File: src/rtl/regfile_write_arbiter.sv
//==============================================================================
// Module  : regfile_write_arbiter
// Brief   : Two-requester register-file write arbiter with post-reset clear
//           sequence, round-robin conflict resolution and conflict counter.
// Rev     : 1.0
//==============================================================================
`default_nettype none

module regfile_write_arbiter #(
    parameter int CLEAR_EN = 1,
    parameter int CNT_W    = 16
) (
    input  logic             Clk,
    input  logic             Reset_n,
    input  logic             A_valid,
    input  logic [4:0]       A_rw,
    input  logic [63:0]      A_data,
    output logic             A_ready,
    input  logic             B_valid,
    input  logic [4:0]       B_rw,
    input  logic [63:0]      B_data,
    output logic             B_ready,
    output logic             RegWr,
    output logic [4:0]       RW,
    output logic [63:0]      BusW,
    output logic             Busy,
    output logic [CNT_W-1:0] Conflict_cnt
);

    localparam logic [0:0]       c_ST_CLEAR  = 1'b0;
    localparam logic [0:0]       c_ST_RUN    = 1'b1;
    localparam logic [0:0]       c_ST_RESET  = (CLEAR_EN != 0) ? c_ST_CLEAR : c_ST_RUN;
    localparam logic [4:0]       c_LAST_IDX  = 5'd30;
    localparam logic [4:0]       c_ZERO_REG  = 5'd31;
    localparam logic [CNT_W-1:0] c_CNT_MAX   = {CNT_W{1'b1}};

    logic [0:0]       r_state;
    logic [0:0]       w_state_nxt;
    logic [4:0]       r_idx;
    logic             r_last_b;
    logic             r_regwr;
    logic [4:0]       r_rw;
    logic [63:0]      r_busw;
    logic [CNT_W-1:0] r_cnt;

    logic             w_run;
    logic             w_busy;
    logic             w_grant_a;
    logic             w_grant_b;
    logic             w_xfer_a;
    logic             w_xfer_b;

    // State register
    always_ff @(posedge Clk or negedge Reset_n) begin
        if (!Reset_n) begin
            r_state <= c_ST_RESET;
        end else begin
            r_state <= w_state_nxt;
        end
    end

    // Next-state logic
    always_comb begin
        w_state_nxt = r_state;
        case (r_state)
            c_ST_CLEAR: if (r_idx == c_LAST_IDX) w_state_nxt = c_ST_RUN;
            default:    w_state_nxt = c_ST_RUN;
        endcase
    end

    // Output logic; ready is gated by Reset_n so it falls as soon as reset asserts
    always_comb begin
        w_busy    = (r_state == c_ST_CLEAR);
        w_run     = (r_state == c_ST_RUN) && Reset_n;
        w_grant_a = A_valid && (!B_valid || r_last_b);
        w_grant_b = B_valid && (!A_valid || !r_last_b);
        w_xfer_a  = w_run && w_grant_a;
        w_xfer_b  = w_run && w_grant_b;
    end

    // r_last_b records the most recent winner; reset value 1 lets A win first
    always_ff @(posedge Clk or negedge Reset_n) begin
        if (!Reset_n) begin
            r_idx    <= 5'd0;
            r_last_b <= 1'b1;
            r_regwr  <= 1'b0;
            r_rw     <= 5'd0;
            r_busw   <= 64'd0;
        end else if (r_state == c_ST_CLEAR) begin
            r_idx    <= r_idx + 5'd1;
            r_regwr  <= 1'b1;
            r_rw     <= r_idx;
            r_busw   <= 64'd0;
        end else if (w_xfer_a) begin
            r_last_b <= 1'b0;
            r_regwr  <= (A_rw != c_ZERO_REG);
            r_rw     <= A_rw;
            r_busw   <= A_data;
        end else if (w_xfer_b) begin
            r_last_b <= 1'b1;
            r_regwr  <= (B_rw != c_ZERO_REG);
            r_rw     <= B_rw;
            r_busw   <= B_data;
        end else begin
            r_regwr  <= 1'b0;
        end
    end

    always_ff @(posedge Clk or negedge Reset_n) begin
        if (!Reset_n) begin
            r_cnt <= '0;
        end else if ((r_state == c_ST_RUN) && A_valid && B_valid && (r_cnt != c_CNT_MAX)) begin
            r_cnt <= r_cnt + 1'b1;
        end
    end

    assign A_ready      = w_xfer_a;
    assign B_ready      = w_xfer_b;
    assign Busy         = w_busy;
    assign RegWr        = r_regwr;
    assign RW           = r_rw;
    assign BusW         = r_busw;
    assign Conflict_cnt = r_cnt;

endmodule

`default_nettype wire

File: config.mk
export PLATFORM = sky130hd
export DESIGN_NAME = regfile_write_arbiter
export DESIGN_NICKNAME = d
export VERILOG_FILES = /design/src/rtl/regfile_write_arbiter.sv
export SDC_FILE = /design/constraint.sdc
export NUM_CORES = 1
export LEC_CHECK = 0
export CORE_MARGIN = 10
export CORE_UTILIZATION = 37
export DETAILED_ROUTE_END_ITERATION = 10
export GPL_TIMING_DRIVEN = 0
export HOLD_SLACK_MARGIN = 0.06
export PLACE_DENSITY = 0.75
export RECOVER_POWER = 100
export SLEW_MARGIN = 20
export SYNTH_ARGS = -nofsm -noshare
export SYNTH_HDL_FRONTEND = slang
export SYNTH_SLANG_ARGS = --single-unit
File: constraint.sdc
create_clock -name Clk -period 1.9 [get_ports Clk]
set_clock_uncertainty 0.1 [all_clocks]
set_input_delay 0.38 -clock Clk [delete_from_list [all_inputs] [get_ports Clk]]
set_output_delay 0.38 -clock Clk [all_outputs]
set_load 0.005 [all_outputs]
==> results.sh <==
export IMPL_synth_cell_types=39
export IMPL_routed_wl_mm=19.28
export IMPL_muxShareOfSynthArea_pct=1.115
export IMPL_portBuffers=230
export IMPL_hp_class="register to register"
export IMPL_synthSimpleGateAreaFrac_pct=21.40
export IMPL_synth_seq_cells=93
export IMPL_total_power_mw=5.978
export IMPL_power_density_nw_per_um2=778.6
export IMPL_finalSetupTns_ns=0
export IMPL_layout_commonest_cell="clkdlybuf4s50_1"
export IMPL_synth_compound_area_share_pct=17.81
export IMPL_grt_pass1_vias=5393
export IMPL_synth_edff_count=0
export IMPL_yosysSeqAreaShare_pct=50.60
export IMPL_syn_to_final_growth_pct=66.83
export IMPL_dpl_hpwl_mm=13.90
export IMPL_fillers=1032
export IMPL_clock_latency_ns=0.34
export IMPL_hold_depth=1
export IMPL_hold_violations=0
export IMPL_synth_cells=497
export IMPL_min_to="Conflict_cnt[15]"
export IMPL_cts_sink_count=93
export IMPL_reg2reg_from="Conflict_cnt[0]"
export IMPL_syn_num_nets=642
export IMPL_arrival_ns=1.42
export IMPL_min_from="Conflict_cnt[15]"
export IMPL_routed_via_density=5.418
export IMPL_synthArstFlopShare_pct=100.0
export IMPL_cts_tree="done"
export IMPL_drive_gt1_share_pct=10.31
export IMPL_dieArea_um2=17300
export IMPL_cts_made_buffers=9
export IMPL_die_width_um=131.5
export IMPL_max_clock_freq_mhz=527.6
export IMPL_synth_fa_ha_area_share_pct=0.8157
export IMPL_drt_initial_drc_count=472
export IMPL_drc=0
export IMPL_nNetsFinal=906
export IMPL_grt_max_degree=28
export IMPL_synthesis_yosys_warnings=0
export IMPL_drt_pass1_iterations=5
export IMPL_crit_type="register to output port"
export IMPL_rrSetupSlack_ns=0.03
export IMPL_clock_path_buffers=2
export IMPL_slew_headroom_pct=40.28
export IMPL_grt_total_usage_pct=21.60
export IMPL_avgSynthCellArea_um2=9.259
export IMPL_yosys_top_cells_area="dfrtp_1 50%, and3_1 9.1%, a31oi_1 8.7%"
export IMPL_reg2reg_to="Conflict_cnt[6]"
export IMPL_gp_congestion=0.8907
export IMPL_worst_path_max_fanout=3
export IMPL_ant_nets=0
export IMPL_worst_r2r_path_depth=6
export IMPL_core_area_um2=12110
export IMPL_drv_slew=0
export IMPL_fin_util_pct=63.39
export IMPL_synth_top_family_by_area="simple AND/OR/NAND/NOR gates"
export IMPL_wl_per_cell_um=20.64
export IMPL_worstSetupEndpointType="output port"
export IMPL_setup_viol_count_final=0
export IMPL_synth_xor_area_share_pct=3.616
export IMPL_grt_ovfl_total=0
export IMPL_worst_pin_slew_ns=0.8958
export IMPL_post_route_min_period_ns=1.895
export IMPL_num_rows=40
export IMPL_period_share_pct=99.76
export IMPL_grt_pass1_wl_mm=30.29
export IMPL_holdWs_ns=0.3941
export IMPL_cts_max_level=3
export IMPL_synthFlopType="dfrtp_1"
export IMPL_rsz0062_at_grt="true"
export IMPL_antenna_found_initial=0
export IMPL_max_vdd_ir_drop_v=0.0003472
export IMPL_status="finished clean"
export IMPL_clk_pin_slew_ns=0.06
export IMPL_yosys_area_top_type="dfrtp_1"
export IMPL_layout_common_cells="155 x clkdlybuf4s50_1, 92 x dfrtp_1, 75 x nand2_1, 74 x dlygate4sd3_1, 66 x and3_1"
export IMPL_clockRootBuffer="clkbuf_16"
export IMPL_p_leak_nw=3.479
export IMPL_initial_utilization_pct=38.00
export IMPL_critPathRequiredTime_ns=1.42
export IMPL_synth_top_area_share_pct=50.03
export IMPL_diodes=0
export IMPL_die_h_um=131.5
export IMPL_drv_cap=0
export IMPL_ios=231
export IMPL_vias=5060
export IMPL_netlist_area_um2=4602
export IMPL_startpoint_type="register"
[registers in the layout, summed over array words and instances (netlist names)]
name,count
Conflict_cnt,16
r_state,1
RegWr,1
r_idx,5
BusW,64
r_last_b,1
RW,5
[report_power, final]
group          total, mW  switching [mW]  leakage (nW)  internal [mW]
clock network       1.66           0.742         0.131          0.922
logic               1.78           0.733          2.20           1.05
registers           2.53           0.222          1.14           2.31
total               5.98            1.70          3.48           4.28
[how the worst max path moves through the flow]
stage                    startpoint         endpoint  slack [ns]  cells past startpoint
floorplan           Conflict_cnt[0]  Conflict_cnt[5]        0.09                      5
global placement            Reset_n          A_ready       -5.06                      6
detailed placement          Reset_n          A_ready       -1.62                      7
CTS                        r_last_b          A_ready       -0.05                      5
global route        Conflict_cnt[1]  Conflict_cnt[6]       -0.09                      6
finish                     r_last_b          A_ready       0.005                      4
[cell type report]
| cell class | count | area [µm²] | area share [%] |
|---|---|---|---|
| timing repair buffer | 257 | 2517 | 32.79 |
| sequential | 93 | 2328 | 30.33 |
| multi-input combinational | 352 | 2113 | 27.53 |
| clock buffer | 14 | 254.0 | 3.308 |
| buffer | 40 | 211.5 | 2.754 |
| tap | 168 | 210.2 | 2.738 |
| inverter | 8 | 32.53 | 0.4237 |
| clock inverter | 2 | 10.01 | 0.1304 |
[timing repair]
item	in CTS	in global routing
gates cloned	3	0
hold buffers	6	1
resized for setup	48	36
buffers inserted	10	6
setup endpoints to repair	75	67
pin swaps	3	4
endpoints found under the hold margin	51	19
[cell usage after synthesis, types with 2 or more instances]
cell,instances
a31oi_1,64
xor2_1,10
buf_2,8
nor4b_1,2
nand4_1,6
ha_1,3
nand3_1,13
nor2_1,2
nand2_1,77
xnor2_1,9
o21ai_1,9
o221ai_1,4
dfrtp_1,92
inv_1,8
buf_4,2
nor3_1,6
o211ai_1,2
clkbuf_1,33
o21ai_0,58
and3_1,67
mux2i_1,4
[metal layers]
metal / track usage (%) / wire length, µm / vias to the layer above
li1: - / - / 2332
met1: 26.12 / 7708 / 2415
met2: 35.01 / 9167 / 285
met3: 7.241 / 1973 / 28
met4: 7.787 / 429 / 0
met5: 0 / 0 / -
[cells by family after synthesis]
group                      Yosys count
xor gates and xnor gates            19
buffers and inverters               52
adders and majority gates            3
DFF                                 93
AOI/OAI and AO/OA                  141
muxes                                5
and+or+nand+nor                    184
[critical path, cell delays in order, from the launching register on]
cell and delay (ns):
dfstp_1 0.56, inv_1 0.10, a21oi_4 0.15, buf_4 0.17
buf_6 0.10
[per-stage QoR]
stage / instance area [µm²] / setup slack (ns) / instances
5_1_grt: 7677 / -0.08650 / 934
2_1_floorplan: 4602 / 0.08522 / 497
6_report: 7677 / 0.004613 / 934
3_3_place_gp: 7114 / -5.056 / 895
4_1_cts: 7742 / -0.04793 / 930
3_5_place_dp: 7143 / -1.620 / 896
No activity file was read; power rests on OpenSTA's default activity.
